===== src/rtl/detector_tom_pkg.sv =====
// Shared definitions for the tone detector: FSM states, tone indices and the
// one-hot encoder that the buzzer side also uses.
package detector_tom_pkg;

    typedef enum logic [1:0] {
        OCIOSO   = 2'd0,
        MEDINDO  = 2'd1,
        CONFIRMA = 2'd2,
        TRAVADO  = 2'd3
    } estado_t;

    localparam int NTONS = 4;

    localparam logic [1:0] TOM0 = 2'd0;
    localparam logic [1:0] TOM1 = 2'd1;
    localparam logic [1:0] TOM2 = 2'd2;
    localparam logic [1:0] TOM3 = 2'd3;

    function automatic logic [3:0] onehot(input logic [1:0] idx);
        logic [3:0] v;
        v = 4'b0000;
        v[idx] = 1'b1;
        return v;
    endfunction

endpackage


===== src/rtl/detector_borda.sv =====
// Two-flop synchronizer followed by a registered rising-edge pulse; the pulse
// is high for one cycle, two clocks after the input is first sampled high.
module detector_borda (
    input  logic clock,
    input  logic reset,
    input  logic entrada,
    output logic borda
);

    logic sync1_reg;
    logic sync2_reg;
    logic prev_reg;
    logic borda_reg;

    always_ff @(posedge clock) begin
        if (reset) begin
            sync1_reg <= 1'b0;
            sync2_reg <= 1'b0;
            prev_reg  <= 1'b0;
            borda_reg <= 1'b0;
        end else begin
            sync1_reg <= entrada;
            sync2_reg <= sync1_reg;
            prev_reg  <= sync2_reg;
            borda_reg <= sync2_reg & ~prev_reg;
        end
    end

    assign borda = borda_reg;

endmodule


===== src/rtl/detector_tom.sv =====
// Tone receiver: measures the rise-to-rise period of pulso and locks onto one
// of four tones. Define DETECTOR_HOLD_EN to keep seletor across a timeout.
module detector_tom
    import detector_tom_pkg::*;
#(
    parameter int CLOCK_FREQ  = 5000,
    parameter int FREQ0       = 1000,
    parameter int FREQ1       = 500,
    parameter int FREQ2       = 250,
    parameter int FREQ3       = 125,
    parameter int MATCH_COUNT = 2
) (
    input  logic       clock,
    input  logic       reset,
    input  logic       conta,
    input  logic       pulso,
    output logic [3:0] seletor,
    output logic       valido,
    output logic       erro
);

    localparam int P0      = CLOCK_FREQ / FREQ0;
    localparam int P1      = CLOCK_FREQ / FREQ1;
    localparam int P2      = CLOCK_FREQ / FREQ2;
    localparam int P3      = CLOCK_FREQ / FREQ3;
    localparam int PER [NTONS] = '{P0, P1, P2, P3};
    localparam int TIMEOUT = 2 * P3;
    localparam int CW      = $clog2(TIMEOUT + 1);
    localparam int MW      = $clog2(MATCH_COUNT + 1);

    localparam logic [CW-1:0] TIMEOUT_C = CW'(TIMEOUT);
    localparam logic [MW-1:0] MATCH_C   = MW'(MATCH_COUNT);

    estado_t       estado_reg, estado_next;
    logic [1:0]    cand_reg, cand_next;
    logic [MW-1:0] match_reg, match_next;
    logic [CW-1:0] cnt_reg, cnt_next;
    logic [3:0]    seletor_reg, seletor_next;
    logic          valido_reg, valido_next;
    logic          erro_reg, erro_next;

    logic             borda;
    logic             timeout;
    logic [31:0]      medido;
    logic [NTONS-1:0] hit;
    logic             tom_ok;
    logic [1:0]       tom_idx;
    logic [3:0]       seletor_timeout;

    detector_borda u_borda (
        .clock   (clock),
        .reset   (reset),
        .entrada (pulso),
        .borda   (borda)
    );

    assign medido  = 32'(cnt_reg);
    assign timeout = (cnt_reg == TIMEOUT_C);

    // One acceptance window per tone: P +/- P/4 (integer division).
    generate
        for (genvar gi = 0; gi < NTONS; gi++) begin : g_janela
            localparam int LO = PER[gi] - PER[gi] / 4;
            localparam int HI = PER[gi] + PER[gi] / 4;
            assign hit[gi] = (medido >= 32'(LO)) && (medido <= 32'(HI));
        end
    endgenerate

    assign tom_ok = |hit;

    always_comb begin
        tom_idx = TOM3;
        if (hit[0])
            tom_idx = TOM0;
        else if (hit[1])
            tom_idx = TOM1;
        else if (hit[2])
            tom_idx = TOM2;
    end

`ifdef DETECTOR_HOLD_EN
    assign seletor_timeout = seletor_reg;
`else
    assign seletor_timeout = 4'b0000;
`endif

    always_ff @(posedge clock) begin
        if (reset) begin
            estado_reg  <= OCIOSO;
            cand_reg    <= TOM0;
            match_reg   <= '0;
            cnt_reg     <= '0;
            seletor_reg <= 4'b0000;
            valido_reg  <= 1'b0;
            erro_reg    <= 1'b0;
        end else begin
            estado_reg  <= estado_next;
            cand_reg    <= cand_next;
            match_reg   <= match_next;
            cnt_reg     <= cnt_next;
            seletor_reg <= seletor_next;
            valido_reg  <= valido_next;
            erro_reg    <= erro_next;
        end
    end

    always_comb begin
        estado_next  = estado_reg;
        cand_next    = cand_reg;
        match_next   = match_reg;
        cnt_next     = cnt_reg;
        seletor_next = seletor_reg;
        valido_next  = valido_reg;
        erro_next    = 1'b0;

        if (!conta)
            cnt_next = '0;
        else if (borda)
            cnt_next = CW'(1);
        else if (!timeout)
            cnt_next = cnt_reg + 1'b1;

        if (!conta) begin
            estado_next  = OCIOSO;
            cand_next    = TOM0;
            match_next   = '0;
            seletor_next = 4'b0000;
            valido_next  = 1'b0;
        end else if (estado_reg == OCIOSO) begin
            if (borda)
                estado_next = MEDINDO;
        end else if (timeout) begin
            // A saturated counter also covers the first edge after a timeout:
            // that edge only restarts the measurement, never flags an error.
            estado_next  = MEDINDO;
            match_next   = '0;
            valido_next  = 1'b0;
            seletor_next = seletor_timeout;
        end else if (borda) begin
            case (estado_reg)
                MEDINDO: begin
                    if (tom_ok) begin
                        cand_next  = tom_idx;
                        match_next = MW'(1);
                        if (MATCH_COUNT == 1) begin
                            estado_next  = TRAVADO;
                            seletor_next = onehot(tom_idx);
                            valido_next  = 1'b1;
                        end else begin
                            estado_next = CONFIRMA;
                        end
                    end else begin
                        erro_next = 1'b1;
                    end
                end
                CONFIRMA: begin
                    if (tom_ok && tom_idx == cand_reg) begin
                        match_next = match_reg + 1'b1;
                        if (match_reg + 1'b1 == MATCH_C) begin
                            estado_next  = TRAVADO;
                            seletor_next = onehot(cand_reg);
                            valido_next  = 1'b1;
                        end
                    end else if (tom_ok) begin
                        cand_next  = tom_idx;
                        match_next = MW'(1);
                    end else begin
                        erro_next   = 1'b1;
                        match_next  = '0;
                        estado_next = MEDINDO;
                    end
                end
                TRAVADO: begin
                    if (!(tom_ok && tom_idx == cand_reg)) begin
                        erro_next    = ~tom_ok;
                        match_next   = '0;
                        seletor_next = 4'b0000;
                        valido_next  = 1'b0;
                        estado_next  = MEDINDO;
                    end
                end
                default: ;
            endcase
        end
    end

    assign seletor = seletor_reg;
    assign valido  = valido_reg;
    assign erro    = erro_reg;

endmodule

===== config.mk =====
export PLATFORM = sky130hd
export DESIGN_NAME = detector_tom
export DESIGN_NICKNAME = d
export VERILOG_FILES = /design/src/rtl/detector_tom_pkg.sv /design/src/rtl/detector_borda.sv /design/src/rtl/detector_tom.sv
export SDC_FILE = /design/constraint.sdc
export NUM_CORES = 1
export LEC_CHECK = 0
export ABC_AREA = 1
export ABC_CLOCK_PERIOD_IN_PS = 1870
export CORE_MARGIN = 4
export CORE_UTILIZATION = 40
export DETAILED_ROUTE_END_ITERATION = 7
export SYNTH_ARGS = -nofsm -noshare
export SYNTH_HDL_FRONTEND = slang
export SYNTH_SLANG_ARGS = --single-unit

===== constraint.sdc =====
create_clock -name clock -period 1.87 [get_ports clock]
set_input_delay 0.374 -clock clock [delete_from_list [all_inputs] [get_ports clock]]
set_output_delay 0.374 -clock clock [all_outputs]
set_load 0.05 [all_outputs]

### Word level (Yosys, flattened, before mapping)

Cells that the tools add are included.

| storage, ports and cells | value |
|---|---|
| bits in registers | 23 |
| latch bits | 0 |
| RAM bits | 0 |
| ROM bits | 0 |
| output and inout port bits | 6 |
| memories | 0 |

| cells by class | value |
|---|---|
| $add $sub $neg | 2 |
| $mul | 0 |
| divide/modulo/power cells | 0 |
| order comparisons | 10 |
| equal/unequal tests | 17 |
| shift operators | 0 |
| mux-type cells | 43 |
| bitwise operators | 7 |
| reductions and logical operators | 20 |

Operator list:

| operator | number |
|---|---|
| $mux 2 | 18 |
| $mux 4 | 5 |
| $ge 7x4->1 const B | 2 |
| $mux 1 | 13 |
| $ne 3x3->1 const B | 4 |
| $pmux 2 s3 | 2 |
| $ne 5x5->1 const B | 2 |
| $reduce_and 5->1 | 2 |
| $ne 4x4->1 const B | 2 |
| $pmux 4 s2 | 1 |
| $add 7x1->7 const B | 1 |
| $eq 7x7->1 const B | 1 |
| $ge 7x3->1 const B | 1 |
| $ge 7x5->1 const B | 1 |
| $le 7x3->1 const B | 1 |
| $le 7x4->1 const B | 1 |
| $le 7x5->1 const B | 1 |
| $le 7x6->1 const B | 1 |
| $reduce_and 7->1 | 1 |
| $eq 2x2->1 const B | 3 |
| $logic_and 1x1->1 | 6 |
| $not 1->1 | 6 |
| $reduce_and 6->1 | 1 |
| $reduce_bool 5->1 | 1 |
| other kinds (20) | 22 |

### Depth between registers and ports, before layout

| logic depth | value |
|---|---|
| depth in word-level cells | 12 |
| depth in mapped cells | 15 |

### Modules after synthesis

A second synthesis with hierarchy kept.

| second synthesis, totals | value |
|---|---|
| cells, all modules | 203 |
| area, all modules | 1,432.6 sq um |

Modules (own cells, without submodules):

| module | times used | cells an instance | area an instance (sq um) |
|---|---|---|---|
| detector_tom | 1 | 191 | 1,317.5 |
| detector_borda | 1 | 12 | 115.1 |

### Worst setup path after synthesis

OpenSTA, ideal clock, no wires.

| path | value |
|---|---|
| path type | reg-to-reg |
| start | reg cnt_reg[1] |
| end | reg seletor_reg[0], in the netlist seletor[0] |
| setup time | 120 ps |
| arrival time | 1,620 ps |
| data required time | 1,750 ps |
| slack | 130 ps |
| cell stages (with the launch flop) | 14 |
| clock period less this slack | 1,740 ps |
| cells stage by stage | dfxtp_1 > ha_1 > nand3_1 > inv_2 > nor2_1 > nand2_1 > nand3_1 > nand2_1 > nand2_2 > nand4_2 > nand2_2 > nand3_2 > nand2_1 > a21oi_1 |

| between the ends | value |
|---|---|
| longest elaborated chain between the ends | 9 |
| elaborated cells between the ends (all ways) | 26 |

Ends and longest elaborated chain:

| what | line | text |
|---|---|---|
| start: declaration | detector_tom.sv:37 | `logic [CW-1:0] cnt_reg, cnt_next;` |
| start signal: assignment | detector_tom.sv:100 | `cnt_reg <= cnt_next;` |
| $ge 7x4->1 / $le 7x5->1 (equally long branches) | detector_tom.sv:65 | `assign hit[gi] = (medido >= 32'(LO)) && (medido <= 32'(HI));` |
| $logic_and 1x1->1 | detector_tom.sv:65 |  |
| $mux 1 | detector_tom.sv:77 | `else if (hit[2])` |
| $mux 2 | detector_tom.sv:75 | `else if (hit[1])` |
| $mux 2 | detector_tom.sv:73 | `if (hit[0])` |
| $eq 2x2->1 | detector_tom.sv:157, detector_tom.sv:174 |  |
| $logic_and 1x1->1 | detector_tom.sv:157, detector_tom.sv:174 |  |
| $ne 3x3->1 (no line) | n/a |  |
| $reduce_and 6->1 (no line) | n/a |  |
| end signal: assignment | detector_tom.sv:101 | `seletor_reg <= seletor_next;` |
| end: declaration | detector_tom.sv:38 | `logic [3:0] seletor_reg, seletor_next;` |

Several ways; a longest one is shown, not always the timed one.
A chain may end at the register's enable or synchronous reset.

### Final worst setup path

| path | value |
|---|---|
| start | reg cnt_reg[3] |
| end | reg seletor_reg[3], in the netlist seletor[3] |

Same word-level chain as after synthesis.

==> flow_summary.toml <==
[die]
die_h_um = 67.1
ioPinCount = 10
dieArea_sq_um = 4510
design.core.area_sq_um = 3360
start_util_pct = 41.6
core.rowCount = 21
die_width_um = 67.1

[cts]
tritoncts = "yes"
h-tree-depth = 1
clock_latency_ns = 0.32
ctsRootBufferMaster = "clkbuf_4"
cts-buffers-inserted = 3
path_clk_slew_ns = 0.13
clock_sinks = 23
clockBufferDepth = 2
cts_hold_buf = 0

[synth]
synth_fp_nets = 216
synth_seq_cells = 23
ys_types = 30
syn_inst = 208
synth_sequential_area_ratio_pct = 32.9
syn_area_per_cell_sq_um = 6.73
synth_top_area_share_pct = 32.9
syn_area_sq_um = 1400
yosysWarnings = 0
ys_top_cells_by_area = "dfxtp_1, nand2_1, nor2_1, inv_1, a21oi_1"
synth_edf_count = 0
synth_top_area_cell = "dfxtp_1"
ys_async_sr_fraction_pct = 0
synth-main-ff-cell = "dfxtp_1"

[final_layout]
largest_reg_flops = 7
final.fill_count = 321
drive_gt1_share_pct = 38.2
nets = 250
mostFrequentLayoutCells = "nand2_1, nor2_1, inv_1"
final_common_cell = "nand2_1"
syn_to_final_growth_pct = 42.8
utilization_pct = 59.4
antennaDiodeCount = 0

[critical_path]
crit_slowest_cell = "dfxtp_4"
crit_required_ns = 2.08
crit_start = "cnt_reg[3]$_SDFFE_PP0N_"
r2r_end = "seletor[3]$_SDFFE_PP0P_"
crit_type = "flop to flop"
cpMostUsedCell = "nand2_1"
r2r_setup_slack_ns = 0.04
slowest_delay_ns = 0.39
crit_family = "simple AND/OR/NAND/NOR gates"
endpoint_kind = "flop"
arrival_ns = 2.04
critPathLaunchType = "flop"
critical_path_buf_inv_count = 1
cp.depth = 11
reg2reg_depth = 11
cp_max_fo = 7
r2r-start = "cnt_reg[3]$_SDFFE_PP0N_"
path_cells = "buf_4 > nor2_1 > nand4_1 > nand2_1 > nand2_1 > nand3_4 > nand4_4 > nand2_4 > nand3_4 > nand2_1 > a21oi_2"

[grt]
grt_pass1_vias = 1260
antenna_found_initial = 0
grt_start_max_net_pins = 14
grt_remaining_overflow = 0
grt_pass1_wl_um = 5500
grt_use_total_pct = 15.8

[pwr]
power_density_nw_per_um2 = 393
p_total_mw = 0.785
p_leak_nw = 0.912
ir_drop_mv = 0.422

[detailed_routing]
top_layer_used = "met4"
vias_per_cell = 4.89
met2WireLength_um = 1520
vias = 1403
wl_met3_um = 99
wire_per_inst_um = 11.6
route.detailed.drc = 0
first_iter_violations = 37
final_antenna_net_count = 0
drt-met1-wl_um = 1690
dr.pass1.iters = 4
drt_wl_total_um = 3340

[sta]
fin_crit_sh_pct = 97.9
max_freq_mhz = 546
fin_crit_ns = 1.83
slew_headroom_pct = 66.3
finalHoldViolCount = 0
setup_slack_ns = 0.0395
worst_pin_slew_ns = 0.505
tns_ns = 0
fin_skew_ns = 0.00700
finalSetupViolCount = 0
maxSlewViolCount = 0
grt_setup_unrepaired = "yes"

[min_path]
hold_depth = 1
hold_class = "flop to flop"
min-delay-start = "u_borda.prev_reg$_SDFF_PP0_"
hold_path_end = "u_borda.borda$_SDFF_PP0_"

[placement]
routabilityCongestion = 0.888
io_buffers = 9
hpwl_um = 2310
place_ws_ns = -0.0950

[job]
cap_viol_max_count = 0

[outcome]
status = "completed"
## logic make-up (layout without fill, tap and decap cells)
family                     after synthesis  in the layout  synth area share (%)
adders and majority gates                4              4                  3.58
xor gates and xnor gates                 2              2                  1.25
DFF                                     23             23                  32.9
AOI/OAI and AO/OA                       21             21                  8.23
and+or+nand+nor                        123            124                  44.2
buffers and inverters                   35             67                  9.84
## synth_stat cells (2+ instances only)
library cell and count:
nand4_1 10, inv_2 4, clkinv_1 2, nor3_1 3, ha_1 4, nand2_1 53
nor4_1 4, a21oi_1 15, nand3_2 4, dfxtp_1 23, o21ai_0 3, inv_1 26
nand3_1 7, nand2_2 4, nor2_1 31
## power breakdown
group / switching (mW) / leakage, nW / internal, mW
combinational: 0.0308 / 0.703 / 0.0223
clock: 0.155 / 0.0177 / 0.0800
sequential: 0.00587 / 0.191 / 0.492
## layout make-up
class | instances | area [sq um] | area share, %
Multi-Input combinational cell | 151 | 1030 | 51.5
Sequential cell | 23 | 479 | 24.0
Timing Repair Buffer | 30 | 274 | 13.7
Inverter | 33 | 130 | 6.51
Tap cell | 46 | 57.6 | 2.88
Clock buffer | 3 | 22.5 | 1.13
Clock inverter | 1 | 5.00 | 0.250
## repair_timing
item | CTS | global route
gates resized for setup | 24 | 51
pin swaps | 11 | 18
setup endpoints to repair | 11 | 17
hold endpoints to repair | 0 | 0
gates cloned | 1 | 0
setup buffers | 6 | 7
## through the flow
stage | hold WS (ns) | std cells | cell area, sq um
after floorplan | 0.373 | 208 | 1400
after global placement | 0.376 | 269 | 1590
after detailed placement | 0.381 | 269 | 1590
after CTS | 0.402 | 280 | 1780
after global routing | 0.415 | 287 | 2000
final | 0.397 | 287 | 2000
## layer usage
layer  vias to the layer above  global-route usage, %
met4                         0                   4.81
met3                         2                   3.99
met5                         -                      0
met1                       632                   21.7
li1                        748                      -
met2                        21                   24.2
## how the worst max path moves through the flow
stage	end	slack (ns)
final	seletor[3]$_SDFFE_PP0P_	0.04
after global routing	valido$_SDFFE_PP0P_	-0.11
after CTS	seletor[3]$_SDFFE_PP0P_	0.0005
after detailed placement	valido$_SDFFE_PP0P_	-0.09
after global placement	seletor[3]$_SDFFE_PP0P_	-0.09
after floorplan	seletor[0]$_SDFFE_PP0P_	0.13
No activity file was read; power rests on OpenSTA's default activity.
